## src/rtl/guarded_stack.sv

```systemverilog
// guarded_stack: LIFO with visible top entries, sticky overflow/underflow flags and async reset
module guarded_stack #(
  parameter int WIDTH    = 32,
  parameter int DEPTH    = 8,
  parameter int VISIBLES = 1
) (
  input  logic                               clk,
  input  logic                               reset_n,
  input  logic                               push,
  input  logic                               pop,
  input  logic [WIDTH-1:0]                   insert,
  input  logic                               err_clear,
  output logic [VISIBLES-1:0][WIDTH-1:0]     tops,
  output logic [$clog2(DEPTH+1)-1:0]         count,
  output logic                               empty,
  output logic                               full,
  output logic                               overflow,
  output logic                               underflow
);
  localparam int CW = $clog2(DEPTH+1);
  logic [DEPTH-1:0][WIDTH-1:0] mem_q, mem_d;
  logic [CW-1:0]               count_q, count_d;
  logic                        ovf_q, ovf_d, unf_q, unf_d;
  logic                        is_empty, is_full;
  assign is_empty = count_q == '0;
  assign is_full  = count_q == CW'(DEPTH);
  always_comb begin
    mem_d   = mem_q;
    count_d = count_q;
    ovf_d   = err_clear ? 1'b0 : ovf_q;
    unf_d   = err_clear ? 1'b0 : unf_q;
    if (push && pop) begin
      if (is_empty) unf_d = 1'b1;
      else mem_d[0] = insert;
    end else if (push) begin
      if (is_full) ovf_d = 1'b1;
      else begin
        for (int i = 1; i < DEPTH; i++) mem_d[i] = mem_q[i-1];
        mem_d[0] = insert;
        count_d  = count_q + CW'(1);
      end
    end else if (pop) begin
      if (is_empty) unf_d = 1'b1;
      else begin
        for (int i = 0; i < DEPTH-1; i++) mem_d[i] = mem_q[i+1];
        mem_d[DEPTH-1] = '0;
        count_d        = count_q - CW'(1);
      end
    end
  end
  always_ff @(posedge clk or negedge reset_n) begin
    if (!reset_n) begin
      mem_q   <= '0;
      count_q <= '0;
      ovf_q   <= 1'b0;
      unf_q   <= 1'b0;
    end else begin
      mem_q   <= mem_d;
      count_q <= count_d;
      ovf_q   <= ovf_d;
      unf_q   <= unf_d;
    end
  end
  for (genvar v = 0; v < VISIBLES; v++) begin : g_tops
    assign tops[v] = (CW'(v) < count_q) ? mem_q[v] : '0;
  end
  assign count     = count_q;
  assign empty     = is_empty;
  assign full      = is_full;
  assign overflow  = ovf_q;
  assign underflow = unf_q;
endmodule

```

## config.mk

```make
export PLATFORM = sky130hd
export DESIGN_NAME = guarded_stack
export DESIGN_NICKNAME = d
export VERILOG_FILES = /design/src/rtl/guarded_stack.sv
export SDC_FILE = /design/constraint.sdc
export NUM_CORES = 1
export LEC_CHECK = 0
export ABC_AREA = 1
export CORE_MARGIN = 10
export CORE_UTILIZATION = 35
export DETAILED_ROUTE_END_ITERATION = 10
export PLACE_DENSITY = 0.63
export RECOVER_POWER = 100
export SLEW_MARGIN = 25
export SYNTH_ARGS = -nofsm -noshare
export SYNTH_HDL_FRONTEND = slang
export SYNTH_SLANG_ARGS = --single-unit
```

## constraint.sdc

```tcl
create_clock -name clk -period 1.55 [get_ports clk]
set_input_delay 0.31 -clock clk [delete_from_list [all_inputs] [get_ports clk]]
set_output_delay 0.31 -clock clk [all_outputs]
set_load 0.005 [all_outputs]
```

======== Word-level counts from Yosys, hierarchy flattened ========
Cells that the tools add are included.
W data, S select, Z words.
cells by class
  order comparisons ....................... 1
  reductions and logical operators ........ 6
  bitwise operators ....................... 1
  $add $sub $neg .......................... 2
  equal/unequal tests ..................... 5
  muxes and demuxes ....................... 20
operators by type and width
  operator               number
  $mux W256              4
  $mux W32               3
  $mux W4                4
  $mux W1                9
  $reduce_and A4 Y1      2
  $ne A2 B2 Y1 const B   3
  $add A4 B1 Y4 const B  1
  $eq A4 B4 Y1 const B   1
  $logic_not A4 Y1       1
  $lt A1 B4 Y1 const A   1
  $sub A4 B1 Y4 const B  1
  $ne A3 B2 Y1 const B   1
  $reduce_bool A3 Y1     1
  $reduce_bool A2 Y1     1
  $logic_and A1 B1 Y1    1
  $not A1 Y1             1
word-level totals
  input port bits ......................... 37
  logic and storage cells ................. 46
  bits in registers ....................... 262
  output and inout port bits .............. 40

======== Depth between registers and ports, before layout ========
  depth after elaboration ................. 5
  mapped depth ............................ 13
  mapped depth without buffers ............ 9

======== Least setup slack after synthesis ========
Ideal clock, no wire load.
  path kind ............................... in2reg
  start point ............................. in push
  end point ............................... reg count_q[3] (netlist: count[3])
  arrival ................................. 1.844 ns
  library setup time ...................... 0.065 ns
  slack ................................... -0.358 ns
  path buffers ............................ 4
  stages on the path ...................... 12
  data required time ...................... 1.485 ns
  cells stage by stage .................... buf_4 -> inv_2 -> buf_6 -> buf_2 -> buf_2 -> ha_1 -> or2_2 -> nand2_1 -> nand2_1 -> nand2_1 -> nand2_1 -> nand2_1
on the way
  longest elaborated chain between the ends .. 3
  elaborated cells between the ends (all ways) .. 7
  those cells by class .................... 2 x eq/ne; 1 x mux; 1 x bitwise; 3 x reduce/logical
ends and longest elaborated chain
  item                                                       RTL line  source
  from (decl)                                                9         input logic push,
  branches (longest 3 deep; another with $reduce_and A4 Y1)  n/a
  to (signal assigned)                                       59        count_q <= count_d;
  to (decl)                                                  22        logic [CW-1:0] count_q, count_d;
Parallel ways; which one is timed is not known.
A chain may end at the register's enable or synchronous reset.

==> impl_metrics.yaml <==
worst_setup_path:
  worst-path-max-fanout: 6
  endpoint_kind: "output pin"
  cp.required_ns: 1.24
  cp-start-kind: "register"
  crit_arrival_ns: 1.69
  critical_path_class: "reg2out"
sta:
  rsz0062_at_grt: "yes"
  tightest_slew_ns: 1.04
  fin_setup_tns_ns: -79.62
  period_needed_ns: 2.00
  maxSlewViolCount: 0
  fmax_mhz: 499
  relSlewSlack: 0.309
  setup_viol: 298
  final_hold_viol_count: 0
  fin_crit_sh: 1.29
  setup_ws_ns: -0.455
  clock_skew_ns: 0.00934
power_and_ir_drop:
  p_leak_nw: 9.03
  power_density_nw_per_um2: 1760
  total_power_mw: 29.2
  ir_drop_mv: 0.918
yosys:
  synthAdderAreaFrac: 0.00346
  synth.area.top_cells: "dfrtp_1 50%, nand2_1 33%, o21ai_0 5.5%"
  syn_inst: 1842
  synthSimpleGateAreaFrac: 0.361
  yosysTopAreaCellShare: 0.504
  ys_seq_area_frac: 0.504
  yosys.area.top_type: "dfrtp_1"
  synthXorXnorAreaFrac: 0.00202
  synth_warnings: 0
  syn_area_per_cell_sq_um: 7.06
  muxShareOfSynthArea: 0
  synth_cell_type_count: 20
  synth_area_sq_um: 13000
  synth_top_family_by_area: "simple AND/OR/NAND/NOR gates"
  synth_compound_area_frac: 0.0550
  ys_seq_elements: 262
  syn_nets: 1882
die:
  rows: 70
  pin_count: 77
  die-area_sq_um: 45300
  die_h_microns: 213
  start_util: 0.355
  dieWidth_microns: 213
  fp.coreArea_sq_um: 36600
clock_tree:
  clock_sinks: 262
  clkTransAtPathRegs_ns: 0.06
  clockRootBuffer: "clkbuf_16"
  cts_tree: "done"
  cts-buffers-inserted: 28
  clockBufferDepth: 3
  cts_max_level: 1
  clk_latency_ns: 0.54
layout:
  drive_gt1_frac: 0.122
  multi_input_area_sq_um: 5700
  ff_latch_area_sq_um: 6560
  area_growth_pct: 27.8
  num-nets-final: 1991
  fillers: 3499
  finalInstanceArea_sq_um: 16600
  finish.utilization: 0.454
  num_antenna_cells: 0
global_route:
  grt_pass1_vias: 11100
  grt_pass1_wl_microns: 58400
  met2_usage: 0.239
  grt_max_degree: 82
  met3_usage: 0.0179
  busiest_layer: "met2"
  grt_antenna_before_repair: 0
  grt_use_total: 0.154
  grtUsageMet1: 0.221
  overflow: 0
place:
  place_ws_ns: -0.407
  dpl_cell_area_sq_um: 14500
  io_buffers: 76
  gp_congestion: 0.782
  hpwlAfterDp_microns: 19400
status:
  status: "finished with violations"
  violations: "setup timing"
drt:
  ant_nets: 0
  drtIter0Drc: 940
  post_drt_via_cell_ratio: 4.77
  dr.pass1.iters: 5
  drt_wl_total_microns: 35300
  drc: 0
  num_vias: 11600
  wl_per_cell_microns: 14.5
worst_hold_path:
  hp-class: "in2reg"
run:
  drv_cap: 0
logic make-up after synthesis:
family / count (synthesis)
flip-flops: 262
buffers and inverters: 196
XOR/XNOR: 3
AO/OA/AOI/OAI: 143
AND/OR/NAND/NOR: 1235
adder cells (fa/ha/maj): 3
layout by cell type, fill, tap and decap left out, drive strengths merged, types with 4 or more instances in the layout:
cell type	n
nand2	1162
nor2	38
buf	135
nand3	35
clkdlybuf4s50	35
bufbuf	9
inv	84
clkinv	4
dfrtp	262
o21ai	142
clkbuf	54
stage by stage:
| stage | hold WS [ns] | std cells |
|---|---|---|
| global route | 0.218 | 2439 |
| floorplan | 0.0144 | 1842 |
| finish | 0.209 | 2439 |
| CTS | 0.192 | 2433 |
| detailed placement | 0.220 | 2334 |
| global placement | 0.215 | 2334 |
worst max-delay path, cell delays in order, from the launching register on:
cell and delay (ns):
dfrtp_1 0.41, nor2_4 0.17, nand2_4 0.08, inv_6 0.09, buf_12 0.12, buf_16 0.13
nor2_2 0.04, buf_2 0.12
sequential cells by signal (all words and copies together), names as in the netlist:
| register | cells |
|---|---|
| underflow | 1 |
| count | 4 |
| overflow | 1 |
| mem_q | 256 |
worst paths after layout:
kind	from	endpoint	slack, ns	cells past startpoint
min in group asynchronous	reset_n	count[1]	0.49	2
max in group asynchronous	reset_n	mem_q[92]	0.03	4
setup reg to reg	count[1]	mem_q[143]	-0.38	12
hold reg to reg	mem_q[47]	mem_q[47]	0.47	2
setup / recovery	count[1]	tops[19]	-0.45	7
hold / removal	push	mem_q[7]	0.21	5
final cells by class:
| type | count | area share |
|---|---|---|
| Multi-Input combinational cell | 1385 | 0.343 |
| Clock buffer | 46 | 0.0529 |
| Clock inverter | 4 | 0.00120 |
| Sequential cell | 262 | 0.394 |
| Timing Repair Buffer | 190 | 0.154 |
| Tap cell | 468 | 0.0352 |
| Inverter | 84 | 0.0196 |
routing by layer:
metal  share of wire  vias to the layer above  wire, microns
met3           0.044                       46           1570
met1            0.49                     5482          17200
li1                -                     5817              -
met5               0                        -              0
met2            0.45                      283          15900
met4           0.020                        0            711
Yosys cell counts:
| master | number |
|---|---|
| a21oi_1 | 1 |
| buf_1 | 10 |
| inv_2 | 2 |
| buf_4 | 16 |
| nor2_1 | 37 |
| or2_2 | 1 |
| inv_1 | 82 |
| nand2_2 | 4 |
| xnor2_1 | 1 |
| buf_6 | 15 |
| xor2_1 | 2 |
| buf_2 | 40 |
| nor2_4 | 1 |
| ha_1 | 2 |
| nand2_1 | 1157 |
| o21ai_0 | 142 |
| fa_1 | 1 |
| clkbuf_1 | 31 |
| dfrtp_1 | 262 |
| nand3_1 | 35 |
timing repair:
action,4_1_cts,5_1_grt
resized for setup,221,28
hold endpoints to repair,93,0
hold buffers,1,0
gates cloned,24,5
pin swaps,2,8
setup endpoints to repair,300,298
setup buffers,27,7
power by group:
| group | internal, mW | switching [mW] | total (mW) | leakage [nW] |
|---|---|---|---|---|
| combinational | 4.91 | 5.78 | 10.7 | 5.12 |
| clock | 3.84 | 2.72 | 6.55 | 0.447 |
| sequential | 9.80 | 2.14 | 11.9 | 3.46 |
| total | 18.5 | 10.6 | 29.2 | 9.03 |
Power figures use the tool's default switching activity.
